**src/rtl/cdb_arbiter_if.sv**
```systemverilog
// Bundles the functional-unit result handshakes and the registered common
// data bus driven by cdb_arbiter toward the ROB.
`ifndef GPR_SIZE
`define GPR_SIZE 64
`endif
`ifndef ROB_IDX_SIZE
`define ROB_IDX_SIZE 6
`endif

interface cdb_arbiter_if #(
  parameter int NUM_REQ = 2
);
  localparam int SRC_W = (NUM_REQ > 1) ? $clog2(NUM_REQ) : 1;

  logic [NUM_REQ-1:0]                     in_fu_valid;
  logic [NUM_REQ-1:0][`GPR_SIZE-1:0]      in_fu_value;
  logic [NUM_REQ-1:0][`ROB_IDX_SIZE-1:0]  in_fu_dst_rob_index;
  logic [NUM_REQ-1:0]                     in_fu_set_nzcv;
  logic [NUM_REQ-1:0][3:0]                in_fu_nzcv;
  logic [NUM_REQ-1:0]                     out_fu_ready;

  logic                                   out_cdb_done;
  logic [`ROB_IDX_SIZE-1:0]               out_cdb_index;
  logic [`GPR_SIZE-1:0]                   out_cdb_value;
  logic                                   out_cdb_set_nzcv;
  logic [3:0]                             out_cdb_nzcv;
  logic [SRC_W-1:0]                       out_cdb_src;

  modport master (
    output in_fu_valid, in_fu_value, in_fu_dst_rob_index, in_fu_set_nzcv, in_fu_nzcv,
    input  out_fu_ready, out_cdb_done, out_cdb_index, out_cdb_value,
           out_cdb_set_nzcv, out_cdb_nzcv, out_cdb_src
  );

  modport slave (
    input  in_fu_valid, in_fu_value, in_fu_dst_rob_index, in_fu_set_nzcv, in_fu_nzcv,
    output out_fu_ready, out_cdb_done, out_cdb_index, out_cdb_value,
           out_cdb_set_nzcv, out_cdb_nzcv, out_cdb_src
  );
endinterface

```
**src/rtl/cdb_arbiter.sv**
```systemverilog
// Buffers results from each functional unit in a private FIFO and grants the
// single registered common data bus to one non-empty FIFO per cycle, round-robin.
`ifndef GPR_SIZE
`define GPR_SIZE 64
`endif
`ifndef ROB_IDX_SIZE
`define ROB_IDX_SIZE 6
`endif

module cdb_arbiter #(
  parameter int NUM_REQ     = 2,
  parameter int QUEUE_DEPTH = 2
) (
  input  logic          in_clk,
  input  logic          in_rst_n,
  input  logic          in_flush,
  cdb_arbiter_if.slave  bus
);
  localparam int PTR_W = $clog2(QUEUE_DEPTH);
  localparam int CNT_W = PTR_W + 1;
  localparam int SRC_W = (NUM_REQ > 1) ? $clog2(NUM_REQ) : 1;

  typedef struct packed {
    logic [`GPR_SIZE-1:0]     value;
    logic [`ROB_IDX_SIZE-1:0] rob_idx;
    logic                     set_nzcv;
    logic [3:0]               nzcv;
  } entry_t;

  entry_t           mem_q   [NUM_REQ][QUEUE_DEPTH];
  logic [PTR_W-1:0] head_q  [NUM_REQ];
  logic [PTR_W-1:0] head_d  [NUM_REQ];
  logic [PTR_W-1:0] tail_q  [NUM_REQ];
  logic [PTR_W-1:0] tail_d  [NUM_REQ];
  logic [CNT_W-1:0] count_q [NUM_REQ];
  logic [CNT_W-1:0] count_d [NUM_REQ];
  logic [SRC_W-1:0] last_grant_q, last_grant_d;
  logic             cdb_done_q, cdb_done_d;
  entry_t           cdb_q, cdb_d;
  logic [SRC_W-1:0] cdb_src_q, cdb_src_d;

  entry_t           in_entry [NUM_REQ];
  logic [NUM_REQ-1:0] ready;
  logic [NUM_REQ-1:0] push;
  logic [NUM_REQ-1:0] pop;
  logic             grant_valid;
  logic [SRC_W-1:0] grant_idx;
  logic [SRC_W-1:0] cand;
  entry_t           grant_entry;

  always_comb begin
    for (int i = 0; i < NUM_REQ; i++) begin
      ready[i]             = (count_q[i] != CNT_W'(QUEUE_DEPTH));
      in_entry[i].value    = bus.in_fu_value[i];
      in_entry[i].rob_idx  = bus.in_fu_dst_rob_index[i];
      in_entry[i].set_nzcv = bus.in_fu_set_nzcv[i];
      in_entry[i].nzcv     = bus.in_fu_nzcv[i];
    end
  end

  // Scan downward so the candidate closest after last_grant is assigned last and wins.
  always_comb begin
    grant_valid = 1'b0;
    grant_idx   = '0;
    cand        = '0;
    for (int k = NUM_REQ; k >= 1; k--) begin
      cand = SRC_W'((int'(last_grant_q) + k) % NUM_REQ);
      if (count_q[cand] != '0) begin
        grant_valid = 1'b1;
        grant_idx   = cand;
      end
    end
  end

  assign grant_entry = mem_q[grant_idx][head_q[grant_idx]];

  always_comb begin
    push         = '0;
    pop          = '0;
    last_grant_d = last_grant_q;
    cdb_done_d   = 1'b0;
    cdb_d        = cdb_q;
    cdb_src_d    = cdb_src_q;
    for (int i = 0; i < NUM_REQ; i++) begin
      push[i] = bus.in_fu_valid[i] & ready[i] & ~in_flush;
      pop[i]  = grant_valid & (grant_idx == SRC_W'(i)) & ~in_flush;
      if (in_flush) begin
        head_d[i]  = '0;
        tail_d[i]  = '0;
        count_d[i] = '0;
      end else begin
        head_d[i]  = head_q[i] + PTR_W'(pop[i]);
        tail_d[i]  = tail_q[i] + PTR_W'(push[i]);
        count_d[i] = count_q[i] + CNT_W'(push[i]) - CNT_W'(pop[i]);
      end
    end
    if (grant_valid && !in_flush) begin
      cdb_done_d   = 1'b1;
      cdb_d        = grant_entry;
      cdb_src_d    = grant_idx;
      last_grant_d = grant_idx;
    end
  end

  // Storage needs no reset: occupancy is tracked solely by the counts.
  always_ff @(posedge in_clk) begin
    for (int i = 0; i < NUM_REQ; i++) begin
      if (push[i]) begin
        mem_q[i][tail_q[i]] <= in_entry[i];
      end
    end
  end

  always_ff @(posedge in_clk) begin
    if (!in_rst_n) begin
      for (int i = 0; i < NUM_REQ; i++) begin
        head_q[i]  <= '0;
        tail_q[i]  <= '0;
        count_q[i] <= '0;
      end
      last_grant_q <= SRC_W'(NUM_REQ - 1);
      cdb_done_q   <= 1'b0;
      cdb_q        <= '0;
      cdb_src_q    <= '0;
    end else begin
      for (int i = 0; i < NUM_REQ; i++) begin
        head_q[i]  <= head_d[i];
        tail_q[i]  <= tail_d[i];
        count_q[i] <= count_d[i];
      end
      last_grant_q <= last_grant_d;
      cdb_done_q   <= cdb_done_d;
      cdb_q        <= cdb_d;
      cdb_src_q    <= cdb_src_d;
    end
  end

  assign bus.out_fu_ready     = ready;
  assign bus.out_cdb_done     = cdb_done_q;
  assign bus.out_cdb_index    = cdb_q.rob_idx;
  assign bus.out_cdb_value    = cdb_q.value;
  assign bus.out_cdb_set_nzcv = cdb_q.set_nzcv;
  assign bus.out_cdb_nzcv     = cdb_q.nzcv;
  assign bus.out_cdb_src      = cdb_src_q;
endmodule

```
**src/flat_wrapper.sv**
```systemverilog
// flat-port wrapper written by rule: the top's interface ports become plain ports
module cdb_arbiter_flat 
#(
  parameter int NUM_REQ     = 2,
  parameter int QUEUE_DEPTH = 2
)
  (in_clk, in_rst_n, in_flush, bus_in_fu_valid, bus_in_fu_value, bus_in_fu_dst_rob_index, bus_in_fu_set_nzcv, bus_in_fu_nzcv, bus_out_fu_ready, bus_out_cdb_done, bus_out_cdb_index, bus_out_cdb_value, bus_out_cdb_set_nzcv, bus_out_cdb_nzcv, bus_out_cdb_src);
  cdb_arbiter_if #(.NUM_REQ(NUM_REQ)) bus_i ();
  input  logic in_clk;
  input  logic in_rst_n;
  input  logic in_flush;
  input wire logic [$bits(bus_i.in_fu_valid)-1:0] bus_in_fu_valid;
  input wire logic [$bits(bus_i.in_fu_value)-1:0] bus_in_fu_value;
  input wire logic [$bits(bus_i.in_fu_dst_rob_index)-1:0] bus_in_fu_dst_rob_index;
  input wire logic [$bits(bus_i.in_fu_set_nzcv)-1:0] bus_in_fu_set_nzcv;
  input wire logic [$bits(bus_i.in_fu_nzcv)-1:0] bus_in_fu_nzcv;
  output wire logic [$bits(bus_i.out_fu_ready)-1:0] bus_out_fu_ready;
  output wire logic [$bits(bus_i.out_cdb_done)-1:0] bus_out_cdb_done;
  output wire logic [$bits(bus_i.out_cdb_index)-1:0] bus_out_cdb_index;
  output wire logic [$bits(bus_i.out_cdb_value)-1:0] bus_out_cdb_value;
  output wire logic [$bits(bus_i.out_cdb_set_nzcv)-1:0] bus_out_cdb_set_nzcv;
  output wire logic [$bits(bus_i.out_cdb_nzcv)-1:0] bus_out_cdb_nzcv;
  output wire logic [$bits(bus_i.out_cdb_src)-1:0] bus_out_cdb_src;
  assign bus_i.in_fu_valid = bus_in_fu_valid;
  assign bus_i.in_fu_value = bus_in_fu_value;
  assign bus_i.in_fu_dst_rob_index = bus_in_fu_dst_rob_index;
  assign bus_i.in_fu_set_nzcv = bus_in_fu_set_nzcv;
  assign bus_i.in_fu_nzcv = bus_in_fu_nzcv;
  assign bus_out_fu_ready = bus_i.out_fu_ready;
  assign bus_out_cdb_done = bus_i.out_cdb_done;
  assign bus_out_cdb_index = bus_i.out_cdb_index;
  assign bus_out_cdb_value = bus_i.out_cdb_value;
  assign bus_out_cdb_set_nzcv = bus_i.out_cdb_set_nzcv;
  assign bus_out_cdb_nzcv = bus_i.out_cdb_nzcv;
  assign bus_out_cdb_src = bus_i.out_cdb_src;
  cdb_arbiter #(.NUM_REQ(NUM_REQ), .QUEUE_DEPTH(QUEUE_DEPTH)) u_core (.in_clk(in_clk), .in_rst_n(in_rst_n), .in_flush(in_flush), .bus(bus_i));
endmodule
```
**config.mk**
```make
export PLATFORM = sky130hd
export DESIGN_NAME = cdb_arbiter_flat
export DESIGN_NICKNAME = d
export VERILOG_FILES = /design/src/rtl/cdb_arbiter_if.sv /design/src/rtl/cdb_arbiter.sv /design/src/flat_wrapper.sv
export SDC_FILE = /design/constraint.sdc
export NUM_CORES = 1
export LEC_CHECK = 0
export CORE_UTILIZATION = 55
export CTS_BUF_LIST = sky130_fd_sc_hd__clkbuf_4 sky130_fd_sc_hd__clkbuf_8
export CTS_CLUSTER_DIAMETER = 50
export CTS_CLUSTER_SIZE = 16
export DETAILED_ROUTE_END_ITERATION = 12
export GPL_TIMING_DRIVEN = 0
export PLACE_DENSITY = 0.82
export SLEW_MARGIN = 20
export SYNTH_ARGS = -nofsm -noshare
export SYNTH_HDL_FRONTEND = slang
export SYNTH_SLANG_ARGS = --single-unit
```
**constraint.sdc**
```tcl
create_clock -name in_clk -period 5.1 [get_ports in_clk]
set_clock_uncertainty 0.15 [all_clocks]
set_input_delay 0.51 -clock in_clk [delete_from_list [all_inputs] [get_ports in_clk]]
set_output_delay 0.51 -clock in_clk [all_outputs]
set_load 0.005 [all_outputs]
```
==> results of run 1 <==
==> critical path: stages, from the launching register on <==
cell,delay [ns]
dfxtp_1,0.34
or2_2,0.34
o21a_1,0.12
buf_2,0.17
buf_6,0.17
nor3_2,0.25
ha_1,0.27
inv_1,0.06
ha_1,0.15
xor2_1,0.20
xnor2_1,0.15
nor2_1,0.05
==> metal layers <==
layer / global-route usage [%] / up-vias
li1: - / 3851
met3: 4.16 / 41
met1: 31.0 / 4092
met2: 39.3 / 327
met5: 0 / -
met4: 6.24 / 2
==> through the flow <==
step	instance area [µm²]	utilization (%)	setup WS, ns	instances	power, W
5_1_grt	17900	70.9	2.44	1497	0.00637
6_report	17900	70.9	2.58	1497	0.00614
3_3_place_gp	17000	67.1	0.0363	1430	0.00422
2_1_floorplan	14300	-	1.93	867	0.00391
4_1_cts	17900	70.9	2.55	1496	0.00619
3_5_place_dp	17200	67.8	2.17	1434	0.00425
==> worst paths after layout <==
kind | cells past startpoint | end
max | 11 | u_core.count_q[0][1]
min | 1 | u_core.bus.out_cdb_value[0]
max reg2reg | 11 | u_core.count_q[0][1]
min reg2reg | 1 | u_core.bus.out_cdb_value[0]
==> logic make-up after synthesis <==
family / after synthesis / share of synthesized area (%)
compound gates: 82 / 5.67
fa+ha+maj: 8 / 0.702
buf+inv: 59 / 2.24
simple gates: 175 / 5.09
xor+xnor: 5 / 0.307
flops: 387 / 75.4
mux: 151 / 10.6
==> registers in the layout (all words and copies together), names as in the netlist, named ones only <==
signal                       cells
u_core.count_q                   4
u_core.tail_q                    2
u_core.last_grant_q              1
u_core.bus.out_cdb_done          1
u_core.bus.out_cdb_set_nzcv      1
u_core.mem_q                   300
u_core.head_q                    2
u_core.bus.out_cdb_nzcv          4
u_core.bus.out_cdb_src           1
u_core.bus.out_cdb_value        64
u_core.bus.out_cdb_index         6
==> layout make-up <==
cell class	count	area, µm²	share of cell area (%)
flip-flops and latches	387	10800	59.9
repair buffers	237	2440	13.6
clock inverters	15	184	1.02
clock buffers	47	597	3.33
well taps	330	413	2.30
inverters	8	30.0	0.167
diodes	1	2.50	0.0139
multi-input cells	421	3240	18.0
plain buffers	51	289	1.61
==> synthesized netlist by cell type, types with 3 or more instances <==
cell and instances:
xnor2_1 3, edfxtp_1 300, inv_1 8, a32o_1 75
buf_6 7, buf_2 21, ha_1 8, mux2i_1 151
nand2b_1 4, nand2_1 153, clkbuf_1 18, nor2_1 5
buf_4 5, dfxtp_1 87
==> power by group <==
part           switching (W)  internal [W]
clock network        0.00102      0.000946
registers          0.0000494       0.00352
logic               0.000290      0.000315
total                0.00136       0.00478
==> flow_summary.ini, run 1 <==
[routing]
dr_wl_met2_mm = 15.3
routed.top_layer = met5
drt-initial-drc-count = 630
wl_met1_mm = 12.5
totalWireLength_mm = 30.6
drc = 0
ant_nets = 0
vias_per_cell = 5.55
dr.pass1.iters = 5
route.met3.wl_mm = 2.23
wire_per_inst_um = 20.4
vias = 8313

[finish]
layout_common_cells = edfxtp_1 (300), clkdlybuf4s50_1 (233), nand2_1 (153), mux2i_1 (151), dfxtp_1 (87)
area_delta_synth_final_pct = 25.9
drive_gt1_share_pct = 9.43
final_common_cell = edfxtp_1
fillCellCount = 1665
nNetsFinal = 1304

[run]
cap_violations = 0

[grt]
grt_pass1_wl_mm = 46.0
grt_max_degree = 46
grt_usage_pct = 23.2
grt_pass1_vias = 8464
grt-ovfl-total = 0
antenna_found_initial = 2

[sta]
drv_slew = 0
tightestPinTransition_ns = 0.830
finalSetupTns_ns = 0
hold_viol_final = 0
rsz0062_at_grt = false
fmax_mhz = 396
finalSetupViolCount = 0
finalCriticalPeriod_ns = 2.52
max_slew_margin_pct = 44.6
finalCritPeriodShare_pct = 49.5
holdWs_ns = 0.322

[clock_tree]
ctsHoldBuffers = 0
postCtsSetupBuffers = 0
cts.repair.resized = 0
cts.clk_slew.worst_paths_ns = 0.09
clock_latency_ns = 0.54
cts-buffers-inserted = 35
cts_max_level = 2
cts_tree = built
cts_buffer_depth = 3
cts_root_buffer = clkbuf_8
cts_sinks = 387

[outcome]
status = complete, no violations

[worst_setup_path]
start_kind = register
reg2reg_slack_ns = 2.58
cp-startpoint = u_core.count_q[1][1]
cp.arrival_ns = 2.80
critical_path.max_fanout = 10
critPathKind = reg2reg
cp-end-kind = register
worstPathRequired_ns = 5.38
rr_startpoint = u_core.count_q[1][1]

[logic_synthesis]
synth_ff_type = edfxtp_1
syn_area_um2 = 14300
ys_seq_area_share_pct = 75.4
yosys.area.top_type = edfxtp_1
synth_seq_cells = 387
netlist_instances = 867
synthTopCellsByArea = edfxtp_1 (63%), dfxtp_1 (12%), mux2i_1 (11%)
syn-num-nets = 1030
async_flop_share_pct = 0
avgSynthCellArea_um2 = 16.4
yosysWarnings = 0
synth_edf_count = 300
synth.top_cell.area_share_pct = 63.2
synth_cell_types = 29

[floorplan]
start_util_pct = 56.3
io_pins = 234
die_x_um = 163
die-height_um = 163
dieArea_um2 = 26600
coreArea_um2 = 25300
row_count = 58

[worst_hold_path]
min-delay-start = u_core.bus.out_cdb_value[0]
hold_path_class = reg2reg

[placed_design]
place_congestion = 0.757
portBuffers = 233
dp_hpwl_mm = 20.0

[power_and_ir_drop]
p_leak_nw = 5.94
peakVddDrop_mv = 0.274
p_per_area_nw_per_um2 = 342
No activity file was read; power rests on OpenSTA's default activity.
==> run 2, diff against run 1 <==
--- a/config.mk
+++ b/config.mk
@@ -5,13 +5,13 @@
 export SDC_FILE = /design/constraint.sdc
 export NUM_CORES = 1
 export LEC_CHECK = 0
-export CORE_UTILIZATION = 55
+export CORE_UTILIZATION = 50
 export CTS_BUF_LIST = sky130_fd_sc_hd__clkbuf_4 sky130_fd_sc_hd__clkbuf_8
 export CTS_CLUSTER_DIAMETER = 50
 export CTS_CLUSTER_SIZE = 16
 export DETAILED_ROUTE_END_ITERATION = 12
 export GPL_TIMING_DRIVEN = 0
-export PLACE_DENSITY = 0.82
+export PLACE_DENSITY = 0.79
 export SLEW_MARGIN = 20
 export SYNTH_ARGS = -nofsm -noshare
 export SYNTH_HDL_FRONTEND = slang
==> constraint.sdc (replaced) <==
create_clock -name in_clk -period 2 [get_ports in_clk]
set_clock_uncertainty 0.15 [all_clocks]
set_input_delay 0.2 -clock in_clk [delete_from_list [all_inputs] [get_ports in_clk]]
set_output_delay 0.2 -clock in_clk [all_outputs]
set_load 0.005 [all_outputs]
==> flow_summary.ini, run 2 (synthesis gave the netlist of run 1 again) <==
[sta]
drv_slew = 0
fmax_mhz = 476
max_slew_margin_pct = 70.9
finalCriticalPeriod_ns = 2.10
finalSetupViolCount = 6
finalCritPeriodShare_pct = 105
holdWs_ns = 0.0347
hold_viol_final = 0
setup_ws_ns = -0.101
tightestPinTransition_ns = 0.434
rsz0062_at_grt = true

[routing]
vias = 8620
ant_nets = 0
drt-initial-drc-count = 698
vias_per_cell = 5.31
dr.pass1.iters = 5
drc = 0
wire_per_inst_um = 20.7
totalWireLength_mm = 33.6

[power_and_ir_drop]
power_switching_w = 0.00347
power_frac_clock_pct = 29.5
p_per_area_nw_per_um2 = 814
power_frac_seq_pct = 58.9
fin_total_pwr_w = 0.0155
pwr-share-comb_pct = 11.7
peakVddDrop_mv = 0.670
intPower_w = 0.0120
p_leak_nw = 6.36
p_sw_share_pct = 22.4

[clock_tree]
cts_root_buffer = clkbuf_8
clock_latency_ns = 0.61
cts-buffers-inserted = 31
cts_tree = built
cts.clk_slew.worst_paths_ns = 0.10
cts_buffer_depth = 3
cts_sinks = 387
cts_max_level = 1

[finish]
final_util_pct = 68.1
area_delta_synth_final_pct = 33.4
layout_common_cells = edfxtp_1 (300), clkdlybuf4s50_1 (231), nand2_1 (153), mux2i_1 (151), dfxtp_1 (80)
drive_gt1_share_pct = 12.7
largest_register_ffs = 300
seq_area_um2 = 10800
final_common_cell = edfxtp_1
design_area_um2 = 19000
multiInputGateArea_um2 = 3330
nNetsFinal = 1382
fillCellCount = 1912

[floorplan]
io_pins = 234
coreArea_um2 = 27900
die-height_um = 171
start_util_pct = 51.0
dieArea_um2 = 29200
row_count = 61
die_x_um = 171

[grt]
grt_pass1_vias = 8969
grt_usage_pct = 22.5
grt-ovfl-total = 0
grt_pass1_wl_mm = 49.5
antenna_found_initial = 3
grt_max_degree = 44

[placed_design]
placed_area_um2 = 17200
portBuffers = 233
place_ws_ns = -0.650
place_congestion = 0.746
dp_hpwl_mm = 19.9

[worst_hold_path]
min_to = u_core.mem_q[0][141]
min-delay-start = bus_in_fu_value[55]
hold_path_class = in2reg
whs_path_depth = 1

[worst_setup_path]
cp-end-kind = register
worst-r2r-cell-count = 11
critical_path.max_fanout = 3
reg2reg_slack_ns = -0.10
cp.arrival_ns = 2.45
start_kind = register
r2r_end = u_core.count_q[1][1]
worstPathRequired_ns = 2.35
critPathKind = reg2reg

[outcome]
violations = setup timing
status = complete, but fails checks

[run]
cap_violations = 0
-- run 2: changes by cell type in the layout (fill, tap and decap cells not counted), moves of 6 or more --
cell and delta:
buf_2 -13, buf_12 +8, buf_8 +6, clkbuf_4 +9, clkbuf_2 +11, clkbuf_8 -6, buf_4 +16, clkbuf_1 -18
dfxtp_1 -7, dlygate4sd3_1 +64
-- run 2: worst max-delay path by stage --
stage | endpoint | start | cells after the start
floorplan | u_core.mem_q[0][0] | u_core.count_q[0][0] | 4
global placement | u_core.mem_q[0][109] | in_flush | 3
detailed placement | u_core.mem_q[1][118] | in_flush | 4
CTS | u_core.count_q[0][1] | u_core.count_q[1][1] | 11
global route | u_core.count_q[0][1] | u_core.count_q[0][1] | 10
finish | u_core.count_q[1][1] | register | 11
-- run 2: metal layers --
metal | global-route usage [%] | routed length, µm | vias up
met5 | 0 | 0 | -
met4 | 4.81 | 456 | 0
met3 | 3.52 | 2230 | 42
met2 | 40.4 | 17300 | 294
met1 | 28.8 | 13700 | 4286
li1 | - | - | 3998
-- run 2: what timing repair did --
item	CTS	global route
endpoints found under the setup margin	375	105
hold endpoints to repair	120	0
gates cloned	0	1
pin swaps	13	8
hold buffers	64	0
resized for setup	41	44
buffers inserted	18	3
-- run 2: worst max-delay path, cell delays in order, from the launching register on --
cell and delay, ns:
dfxtp_4 0.37, nor3b_4 0.15, o21a_1 0.23, buf_12 0.15, nand2b_4 0.08, inv_4 0.04, ha_4 0.25, inv_2 0.04
ha_4 0.16, xor2_2 0.17, xnor2_1 0.14, nor2_1 0.06
-- run 2: power by group through the flow --
stage / Sequential [W] / Combinational, W / Clock, W
2_1_floorplan: 0.00928 / 0.000695 / 0
3_3_place_gp: 0.00929 / 0.00148 / 0
3_5_place_dp: 0.00929 / 0.00155 / 0
4_1_cts: 0.00911 / 0.00176 / 0.00466
5_1_grt: 0.00915 / 0.00194 / 0.00496
6_report: 0.00912 / 0.00181 / 0.00456
-- run 2: metrics by stage --
stage	TNS, ns	std cells
final	-0.208	1624
after global placement	-317.58	1478
after detailed placement	-150.79	1482
after global routing	-0.458	1624
after floorplan	-52.20	867
after CTS	-0.317	1619
-- run 2: area by class of cell --
cell class,count,share of cell area [%]
Sequential cell,387,56.6
Inverter,8,0.171
Buffer,47,2.09
Clock inverter,12,0.671
Tap cell,378,2.49
Clock buffer,45,2.86
Multi-Input combinational cell,421,17.5
Antenna cell,3,0.0395
Timing Repair Buffer,323,17.6
==> run 3, diff against run 2 <==
--- a/config.mk
+++ b/config.mk
@@ -5,6 +5,7 @@
 export SDC_FILE = /design/constraint.sdc
 export NUM_CORES = 1
 export LEC_CHECK = 0
+export CORE_ASPECT_RATIO = 1.4
 export CORE_UTILIZATION = 50
 export CTS_BUF_LIST = sky130_fd_sc_hd__clkbuf_4 sky130_fd_sc_hd__clkbuf_8
 export CTS_CLUSTER_DIAMETER = 50
==> flow_summary.ini, run 3 (synthesis gave the netlist of run 1 again) <==
[sta]
finalSetupTns_ns = -0.333
max_slew_margin_pct = 63.9
tightestPinTransition_ns = 0.542
setup_ws_ns = -0.188
hold_viol_final = 0
drv_slew = 0
finalSetupViolCount = 2
fmax_mhz = 457
rsz0062_at_grt = true
finalCritPeriodShare_pct = 109
finalCriticalPeriod_ns = 2.19

[clock_tree]
clock_latency_ns = 0.61
cts_max_level = 1
cts_tree = built
cts_buffer_depth = 3
cts_sinks = 387
cts.clk_slew.worst_paths_ns = 0.10
cts-buffers-inserted = 30
cts_root_buffer = clkbuf_8

[worst_setup_path]
critPathKind = reg2reg
start_kind = register
cp.arrival_ns = 2.52
reg2reg_slack_ns = -0.19
worst-r2r-cell-count = 12
crit_path_top_delay_cell = dfxtp_2
worstPathRequired_ns = 2.33
cp_cell_sequence = nor3b_4, o21a_2, buf_12, buf_6, nand2b_4, inv_4, ha_4, inv_2, ha_4, xor2_2, xnor2_1, nor2_1
cpMostUsedCell = ha_4
cpPeakStageDelay_ns = 0.34
r2r_end = u_core.count_q[1][1]
cp-end-kind = register
critical_path.max_fanout = 3

[routing]
totalWireLength_mm = 33.5
ant_nets = 0
vias_per_cell = 5.32
drc = 0
wire_per_inst_um = 20.5
dr.pass1.iters = 5
drt-initial-drc-count = 467
vias = 8695

[placed_design]
place_congestion = 0.774
place_ws_ns = -0.596
dp_hpwl_mm = 20.7
portBuffers = 233
placed_area_um2 = 17200
dpl.cell_count = 1474

[finish]
area_delta_synth_final_pct = 34.4
design_area_um2 = 19200
final_util_pct = 68.8
layout_common_cells = edfxtp_1 (300), clkdlybuf4s50_1 (231), nand2_1 (153), mux2i_1 (151), dfxtp_1 (82)
nNetsFinal = 1400
drive_gt1_share_pct = 12.5
final_common_cell = edfxtp_1
largest_register_ffs = 300
stdcell_count = 1633

[grt]
grt-ovfl-total = 0
antenna_found_initial = 3
grt_usage_pct = 23.2
grt_max_degree = 45
grt_pass1_vias = 9083
grt_pass1_wl_mm = 50.0

[power_and_ir_drop]
p_per_area_nw_per_um2 = 809
peakVddDrop_mv = 0.719
p_leak_nw = 6.43

[floorplan]
dieArea_um2 = 29200
row_count = 72
io_pins = 234
start_util_pct = 51.2
die-height_um = 202
coreArea_um2 = 27800
die_x_um = 145

[worst_hold_path]
hold_path_class = in2reg
min_to = u_core.mem_q[0][112]
whs_path_depth = 1
min-delay-start = bus_in_fu_value[26]

[run]
cap_violations = 0

[outcome]
status = complete, but fails checks
violations = setup timing
[run 3: cell type report]
cell class,count,area [µm²]
fillers,1853,8670
inverters,8,32.5
plain buffers,47,372
clock inverters,5,75.1
well taps,370,463
clock buffers,51,596
diodes,2,5.00
flip-flops and latches,387,10800
repair buffers,342,3540
multi-input cells,421,3320
[run 3: worst max-delay path, delay by kind of cell (launching register included)]
kind | cells | cell delay, ns
and+or+nand+nor | 3 | 0.28
AOI/OAI and AO/OA | 1 | 0.25
buffers and inverters | 4 | 0.33
adders and majority gates | 2 | 0.40
xor gates and xnor gates | 2 | 0.31
DFF | 1 | 0.34
[run 3: stage by stage]
stage	hold slack [ns]	total power, W
floorplan	0.137	0.00997
global placement	0.296	0.0108
detailed placement	0.305	0.0108
CTS	0.0000278	0.0155
global route	0.000773	0.0161
finish	0.0311	0.0155
[run 3: worst max path at each step]
stage	startpoint	slack, ns	endpoint
after global routing	register	-0.26	u_core.count_q[0][1]
final	register	-0.19	u_core.count_q[1][1]
after global placement	in_flush	-1.38	u_core.mem_q[0][123]
after detailed placement	in_flush	-0.60	u_core.mem_q[0][115]
after CTS	u_core.count_q[1][1]	-0.16	u_core.count_q[0][1]
after floorplan	u_core.count_q[0][0]	-0.35	u_core.mem_q[0][0]
[run 3: report_power, final]
part	internal, W	switching (W)	total [W]
Sequential	0.00898	0.000130	0.00911
Clock	0.00204	0.00253	0.00457
Combinational	0.00100	0.000811	0.00181
Total	0.0120	0.00347	0.0155
[run 3: per-layer routing]
layer	part of all wire [%]	track usage (%)	wire length, µm
met5	0.033	0	11
met4	2.1	6.99	709
met3	5.4	4.15	1800
met2	55	43.3	18300
met1	38	26.3	12600
[run 3: repair_timing]
item                                    in CTS  in global routing
hold buffers                                73                  6
gates resized for setup                     34                 44
pin swaps                                    8                  9
endpoints found under the setup margin     312                113
endpoints found under the hold margin      141                 12
buffers inserted                            16                 10
